**src/rtl/twosum_start_multi.sv**
```systemverilog
// Multi-lane minifloat TwoSum front end: per-lane (elem + sum) giving rounded sum
// and exact rounding error, with a credit-controlled first-word-fall-through output FIFO.

module twosum_step #(
  parameter int EXP_WIDTH_I  = 5,
  parameter int MANT_WIDTH_I = 2,
  parameter int STEP_LAT_I   = 1,
  localparam int BW = 1 + EXP_WIDTH_I + MANT_WIDTH_I
) (
  input  logic          clk_i,
  input  logic          rst_ni,
  input  logic [BW-1:0] a_i,
  input  logic [BW-1:0] b_i,
  input  logic          err_en_i,
  output logic [BW-1:0] sum_o,
  output logic [BW-1:0] err_o
);
  localparam int E  = EXP_WIDTH_I;
  localparam int M  = MANT_WIDTH_I;
  // Signed fixed point with LSB = smallest subnormal; wide enough for any finite sum.
  localparam int FW = M + (1 << E) + 2;

  function automatic logic signed [FW-1:0] to_fixed(input logic [BW-1:0] f);
    logic [FW-1:0] mag;
    if (f[M +: E] == '0) mag = FW'(f[M-1:0]);
    else                 mag = FW'({1'b1, f[M-1:0]}) << (f[M +: E] - 1'b1);
    return f[BW-1] ? -$signed(mag) : $signed(mag);
  endfunction

  // Round-to-nearest-even conversion; saturates to infinity past the largest finite value.
  function automatic logic [BW-1:0] to_float(input logic signed [FW-1:0] v);
    logic [FW-1:0]  mag;
    logic [E+M+1:0] enc;
    logic           guard;
    logic           sticky;
    int             p;
    int             sh;
    mag    = v[FW-1] ? FW'(-v) : FW'(v);
    p      = 0;
    guard  = 1'b0;
    sticky = 1'b0;
    for (int i = 0; i < FW; i++) if (mag[i]) p = i;
    if (p <= M) begin
      enc = (E+M+2)'(mag);
    end else begin
      sh     = p - M;
      enc    = {(E+2)'(sh + 1), M'(mag >> sh)};
      guard  = mag[sh-1];
      sticky = |(mag & ((FW'(1) << (sh - 1)) - FW'(1)));
      if (guard && (sticky || enc[0])) enc = enc + 1'b1;
    end
    if (enc[E+M+1:M] >= (E+2)'((1 << E) - 1)) enc = {(E+2)'((1 << E) - 1), M'(0)};
    return {v[FW-1], enc[E+M-1:0]};
  endfunction

  logic                 a_inf, b_inf, a_nan, b_nan;
  logic signed [FW-1:0] exact;
  logic [BW-1:0]        sum_c, err_c;

  always_comb begin
    a_inf = (&a_i[M +: E]) && !(|a_i[M-1:0]);
    b_inf = (&b_i[M +: E]) && !(|b_i[M-1:0]);
    a_nan = (&a_i[M +: E]) &&  (|a_i[M-1:0]);
    b_nan = (&b_i[M +: E]) &&  (|b_i[M-1:0]);
    exact = to_fixed(a_i) + to_fixed(b_i);
    err_c = '0;
    if (a_nan || b_nan || (a_inf && b_inf && (a_i[BW-1] != b_i[BW-1])))
      sum_c = {1'b0, {E{1'b1}}, {M{1'b1}}};
    else if (a_inf) sum_c = a_i;
    else if (b_inf) sum_c = b_i;
    else begin
      sum_c = to_float(exact);
      // Residual of a finite round-to-nearest sum is exactly representable.
      if (!(&sum_c[M +: E]) && err_en_i) err_c = to_float(exact - to_fixed(sum_c));
    end
  end

  generate
    if (STEP_LAT_I == 0) begin : g_comb
      assign sum_o = sum_c;
      assign err_o = err_c;
    end else begin : g_pipe
      logic [2*BW-1:0] pipe [STEP_LAT_I];
      always_ff @(posedge clk_i or negedge rst_ni) begin
        if (!rst_ni) begin
          for (int i = 0; i < STEP_LAT_I; i++) pipe[i] <= '0;
        end else begin
          pipe[0] <= {sum_c, err_c};
          for (int i = 1; i < STEP_LAT_I; i++) pipe[i] <= pipe[i-1];
        end
      end
      assign sum_o = pipe[STEP_LAT_I-1][2*BW-1:BW];
      assign err_o = pipe[STEP_LAT_I-1][BW-1:0];
    end
  endgenerate
endmodule

module twosum_start_multi #(
  parameter int EXP_WIDTH_I  = 5,
  parameter int MANT_WIDTH_I = 2,
  parameter int NUM_PAIRS_I  = 2,
  parameter int STEP_LAT_I   = 1,
  parameter int FIFO_DEPTH_I = 4,
  localparam int BIT_WIDTH_I = 1 + EXP_WIDTH_I + MANT_WIDTH_I
) (
  input  logic                                 clk_i,
  input  logic                                 rst_ni,
  input  logic                                 flush_i,
  input  logic                                 in_valid_i,
  output logic                                 in_ready_o,
  input  logic [2*NUM_PAIRS_I*BIT_WIDTH_I-1:0] elem_i,
  input  logic                                 err_en_i,
  output logic                                 out_valid_o,
  input  logic                                 out_ready_i,
  output logic [NUM_PAIRS_I*BIT_WIDTH_I-1:0]   sum_o,
  output logic [NUM_PAIRS_I*BIT_WIDTH_I-1:0]   error_o,
  output logic                                 busy_o
);
  localparam int BW = BIT_WIDTH_I;
  localparam int LW = NUM_PAIRS_I * BW;
  localparam int L  = STEP_LAT_I + 2;
  localparam int CW = $clog2(FIFO_DEPTH_I + 1);
  localparam int PW = (FIFO_DEPTH_I > 1) ? $clog2(FIFO_DEPTH_I) : 1;

  logic [2*LW-1:0] in_elem;
  logic            in_err_en;
  logic [L-1:0]    vld;
  logic [LW-1:0]   step_sum, step_err;
  logic [LW-1:0]   out_sum, out_err;
  logic [2*LW-1:0] mem [FIFO_DEPTH_I];
  logic [PW-1:0]   wr_ptr, rd_ptr;
  logic [CW-1:0]   count, inflight;
  logic            accept, pop, wr_en;

  assign accept = in_valid_i && in_ready_o;
  assign wr_en  = vld[L-1];
  assign pop    = out_valid_o && out_ready_i;

  always_comb begin
    inflight = '0;
    for (int i = 0; i < L; i++) inflight = inflight + CW'(vld[i]);
  end

  // Credit counts every beat already committed to a FIFO slot, so a write never hits a full FIFO.
  assign in_ready_o  = ((CW+1)'(inflight) + (CW+1)'(count) < (CW+1)'(FIFO_DEPTH_I)) && !flush_i;
  assign out_valid_o = (count != '0);
  assign busy_o      = (inflight != '0) || (count != '0);
  assign sum_o       = mem[rd_ptr][2*LW-1:LW];
  assign error_o     = mem[rd_ptr][LW-1:0];

  function automatic logic [PW-1:0] next_ptr(input logic [PW-1:0] ptr);
    return (ptr == PW'(FIFO_DEPTH_I - 1)) ? '0 : ptr + 1'b1;
  endfunction

  always_ff @(posedge clk_i or negedge rst_ni) begin
    if (!rst_ni) begin
      in_elem   <= '0;
      in_err_en <= 1'b0;
      vld       <= '0;
      out_sum   <= '0;
      out_err   <= '0;
    end else begin
      in_elem   <= accept ? elem_i : '0;
      in_err_en <= accept && err_en_i;
      vld       <= flush_i ? '0 : {vld[L-2:0], accept};
      out_sum   <= step_sum;
      out_err   <= step_err;
    end
  end

  genvar gi;
  generate
    for (gi = 0; gi < NUM_PAIRS_I; gi++) begin : g_lane
      twosum_step #(
        .EXP_WIDTH_I (EXP_WIDTH_I),
        .MANT_WIDTH_I(MANT_WIDTH_I),
        .STEP_LAT_I  (STEP_LAT_I)
      ) u_step (
        .clk_i   (clk_i),
        .rst_ni  (rst_ni),
        .a_i     (in_elem[2*gi*BW +: BW]),
        .b_i     (in_elem[(2*gi+1)*BW +: BW]),
        .err_en_i(in_err_en),
        .sum_o   (step_sum[gi*BW +: BW]),
        .err_o   (step_err[gi*BW +: BW])
      );
    end
  endgenerate

  always_ff @(posedge clk_i or negedge rst_ni) begin
    if (!rst_ni) begin
      for (int i = 0; i < FIFO_DEPTH_I; i++) mem[i] <= '0;
      wr_ptr <= '0;
      rd_ptr <= '0;
      count  <= '0;
    end else if (flush_i) begin
      wr_ptr <= '0;
      rd_ptr <= '0;
      count  <= '0;
    end else begin
      if (wr_en) begin
        mem[wr_ptr] <= {out_sum, out_err};
        wr_ptr      <= next_ptr(wr_ptr);
      end
      if (pop) rd_ptr <= next_ptr(rd_ptr);
      count <= count + CW'(wr_en) - CW'(pop);
    end
  end
endmodule

```
**config.mk**
```make
export PLATFORM = sky130hd
export DESIGN_NAME = twosum_start_multi
export DESIGN_NICKNAME = d
export VERILOG_FILES = /design/src/rtl/twosum_start_multi.sv
export SDC_FILE = /design/constraint.sdc
export NUM_CORES = 2
export LEC_CHECK = 0
export ABC_AREA = 0
export CAP_MARGIN = 20
export CELL_PAD_IN_SITES_DETAIL_PLACEMENT = 0
export CELL_PAD_IN_SITES_GLOBAL_PLACEMENT = 1
export CORE_MARGIN = 2
export CORE_UTILIZATION = 35
export CTS_BUF_LIST = sky130_fd_sc_hd__clkbuf_4 sky130_fd_sc_hd__clkbuf_8
export CTS_CLUSTER_SIZE = 30
export DETAILED_ROUTE_END_ITERATION = 7
export PLACE_DENSITY = 0.68
export SYNTH_ARGS = -nofsm -noshare
export SYNTH_HDL_FRONTEND = slang
export SYNTH_SLANG_ARGS = --single-unit
```
**constraint.sdc**
```tcl
create_clock -name clk_i -period 48.7 [get_ports clk_i]
set_clock_uncertainty 0.1 [all_clocks]
set_input_delay 12.175 -clock clk_i [delete_from_list [all_inputs] [get_ports clk_i]]
set_output_delay 12.175 -clock clk_i [all_outputs]
set_load 0.005 [all_outputs]
```
==> results.toml <==
[setup_path]
slowest_stage = "xnor2_1"
cp-start-kind = "flop"
ff2ff_path_depth = 109
crit_top_cell = "o21ai_0"
worstPathArrival_ns = 32.45
r2r_slack_ns = 16.59
critPathCaptureType = "flop"
path_class = "flop to flop"
crit_fanout = 82
critPathMaxStageDelay_ns = 0.92
crit_start = "in_elem[18]$_DFF_PN0_"
r2r-start = "in_elem[18]$_DFF_PN0_"
worstReg2RegEnd = "g_lane[1].u_step.g_pipe.pipe[0]$_DFF_PN0_"
critPathRequiredTime_ns = 49.04

[clock_tree]
clock_path_buffers = 3
root_buffer = "clkbuf_8"
cts_resized = 0
clk_latency_ns = 0.57
cts_setup_buffers = 0
path_clk_slew_ns = 0.07
cts-buffers-inserted = 34
hold_buffers = 0
cts.htree.levels = 2
cts_tree = "yes"
clock-sinks = 235

[logic_synthesis]
ys.flop_type = "dfrtp_1"
synthDistinctLibCells = 184
syn_area_sq_mm = 0.0506
ys_seq_area_share_pct = 11.6
netlist.area_leader.share_pct = 11.6
async_reset_ff_share_pct = 100
avgSynthCellArea_sq_um = 7.28
synth_area_leaders = "dfrtp_1 12%, nand2_1 5.8%, nor2_1 5.5%, xnor2_1 5.5%, ha_1 5.1%"
synth_most_common_cell = "nand2_1"
synth_fp_nets = 7204
synthTopCellsByCount = "788 x nand2_1, 736 x nor2_1, 444 x o21ai_0, 423 x a21oi_1, 315 x xnor2_1"
yosysWarnings = 0
ys_ff_latch = 235
synth_top_cell_by_area = "dfrtp_1"
synthCells = 6952
synth-edff-count = 0

[routing]
via_count = 54898
wl_per_cell_microns = 23.2
ant_nets = 0
remaining_drc_errors = 0
wl_microns = 202000
drtPass1Iterations = 7
drt_iter0_drc = 6154
avgViaCountPerCell = 6.30

[hold_path]
min_path_type = "flop to flop"
hold_start = "g_lane[0].u_step.g_pipe.pipe[13]$_DFF_PN0_"
hold_depth = 0
min_to = "out_sum[5]$_DFF_PN0_"

[timing]
setup_tns_ns = 0
rsz0062_at_grt = "false"
max_freq_mhz = 31.1
tightest_slew_ns = 1.22
setup_viol = 0
maxSlewViolCount = 0
period_share_pct = 65.9
fin_ws_ns = 16.59
relSlewSlack_pct = 17.8
hold_viol_final = 0
period_needed_ns = 32.11

[die]
fp.coreArea_sq_mm = 0.143
die_h_microns = 384
rows = 139
dieWidth_microns = 384
dieArea_sq_mm = 0.148
start_util_pct = 35.3
io_pins = 73

[cells_and_area]
area_delta_synth_final_pct = 5.29
fin_nets = 7028
n_fill_cell = 15247
layout-drive-gt1-share_pct = 11.6

[placed_design]
globalplace.congestion = 1.02
place_ws_ns = 17.48
place_hpwl_microns = 160000
numPortBuffers = 72

[global_route]
grt_pass1_vias = 51356
grt_max_degree = 87
grt_usage_pct = 26.4
grt_pass1_wl_microns = 313000
overflow = 0
antenna_found_initial = 6

[outcome]
status = "finished clean"

[run]
maxCapViolCount = 0
==> how the worst max path moves through the flow <==
stage / to / cells after the start
after floorplan: g_lane[0].u_step.g_pipe.pipe[0]$_DFF_PN0_ / 114
after global placement: g_lane[1].u_step.g_pipe.pipe[0]$_DFF_PN0_ / 107
after detailed placement: g_lane[1].u_step.g_pipe.pipe[0]$_DFF_PN0_ / 109
after CTS: g_lane[1].u_step.g_pipe.pipe[0]$_DFF_PN0_ / 109
after global routing: g_lane[1].u_step.g_pipe.pipe[0]$_DFF_PN0_ / 109
final: g_lane[1].u_step.g_pipe.pipe[0]$_DFF_PN0_ / 109
==> stage by stage <==
stage               hold WS [ns]  std cells  util (%)  area (sq um)
finish                     0.229       8709      37.1         53300
CTS                        0.230       8704      37.1         53200
global placement           0.232       8642      36.6         52500
global route               0.234       8706      37.1         53300
floorplan                  0.231       6952         -         50600
detailed placement         0.235       8642      36.6         52500
==> cells by family after synthesis <==
logic type / after synthesis / share of synthesized area, %
xor+xnor: 471 / 8.47
fa+ha+maj: 214 / 5.38
flops: 235 / 11.6
mux: 366 / 9.68
compound gates: 2169 / 30.6
buf+inv: 640 / 6.13
simple gates: 2857 / 28.1
==> critical path, delay by kind of cell, from the launching register on <==
kind / cells / cell delay, ns
XOR/XNOR: 6 / 2.25
AO/OA/AOI/OAI: 45 / 12.72
flip-flops: 1 / 0.74
adder cells (fa/ha/maj): 9 / 3.22
buffers and inverters: 7 / 2.26
AND/OR/NAND/NOR: 39 / 10.26
multiplexers: 3 / 0.35
==> cell usage in the layout, fill, tap and decap left out, drive strengths merged, types with 37 or more instances in the layout <==
cell type / instances
nand2: 796
nor2: 749
o21ai: 524
a21oi: 439
xnor2: 329
nand3: 248
nor3: 248
inv: 240
dfrtp: 235
ha: 208
mux2: 156
xor2: 142
mux2i: 128
o211ai: 106
buf: 103
or3: 103
a211oi: 101
and2: 100
and3: 96
a31oi: 91
mux4: 82
a21o: 82
or2: 82
nand4: 76
nor4: 75
nand2b: 72
clkdlybuf4s50: 71
o21a: 68
o31ai: 65
o22ai: 53
nor2b: 47
a21boi: 47
clkbuf: 46
a22oi: 42
a2111oi: 41
nor3b: 37
==> cell type report <==
type	instances	area [sq um]	area share, %
Tap cell	1903	2380	4.47
Sequential cell	235	5880	11.0
Inverter	254	987	1.85
Multi-Input combinational cell	6077	41800	78.4
Clock inverter	16	156	0.294
Clock buffer	46	589	1.11
Antenna cell	4	10.0	0.0188
Timing Repair Buffer	174	1510	2.84
==> layer usage <==
metal | up-vias | track usage (%) | routed length, microns
met5 | - | 0 | 41
li1 | 25683 | - | -
met3 | 335 | 2.47 | 13200
met2 | 2227 | 42.9 | 91700
met4 | 4 | 9.07 | 7310
met1 | 26649 | 36.4 | 89700
==> registers in the layout, indices dropped and copies added, names as in the netlist <==
signal                     count
in_elem                       32
count                          3
out_sum                       16
out_err                       16
wr_ptr                         2
mem                          128
rd_ptr                         2
vld                            3
in_err_en                      1
g_lane.u_step.g_pipe.pipe     32
Power is left out: the tool's default activity adds up to more than one toggle a clock period on the data nets, which glitch-free logic cannot reach.
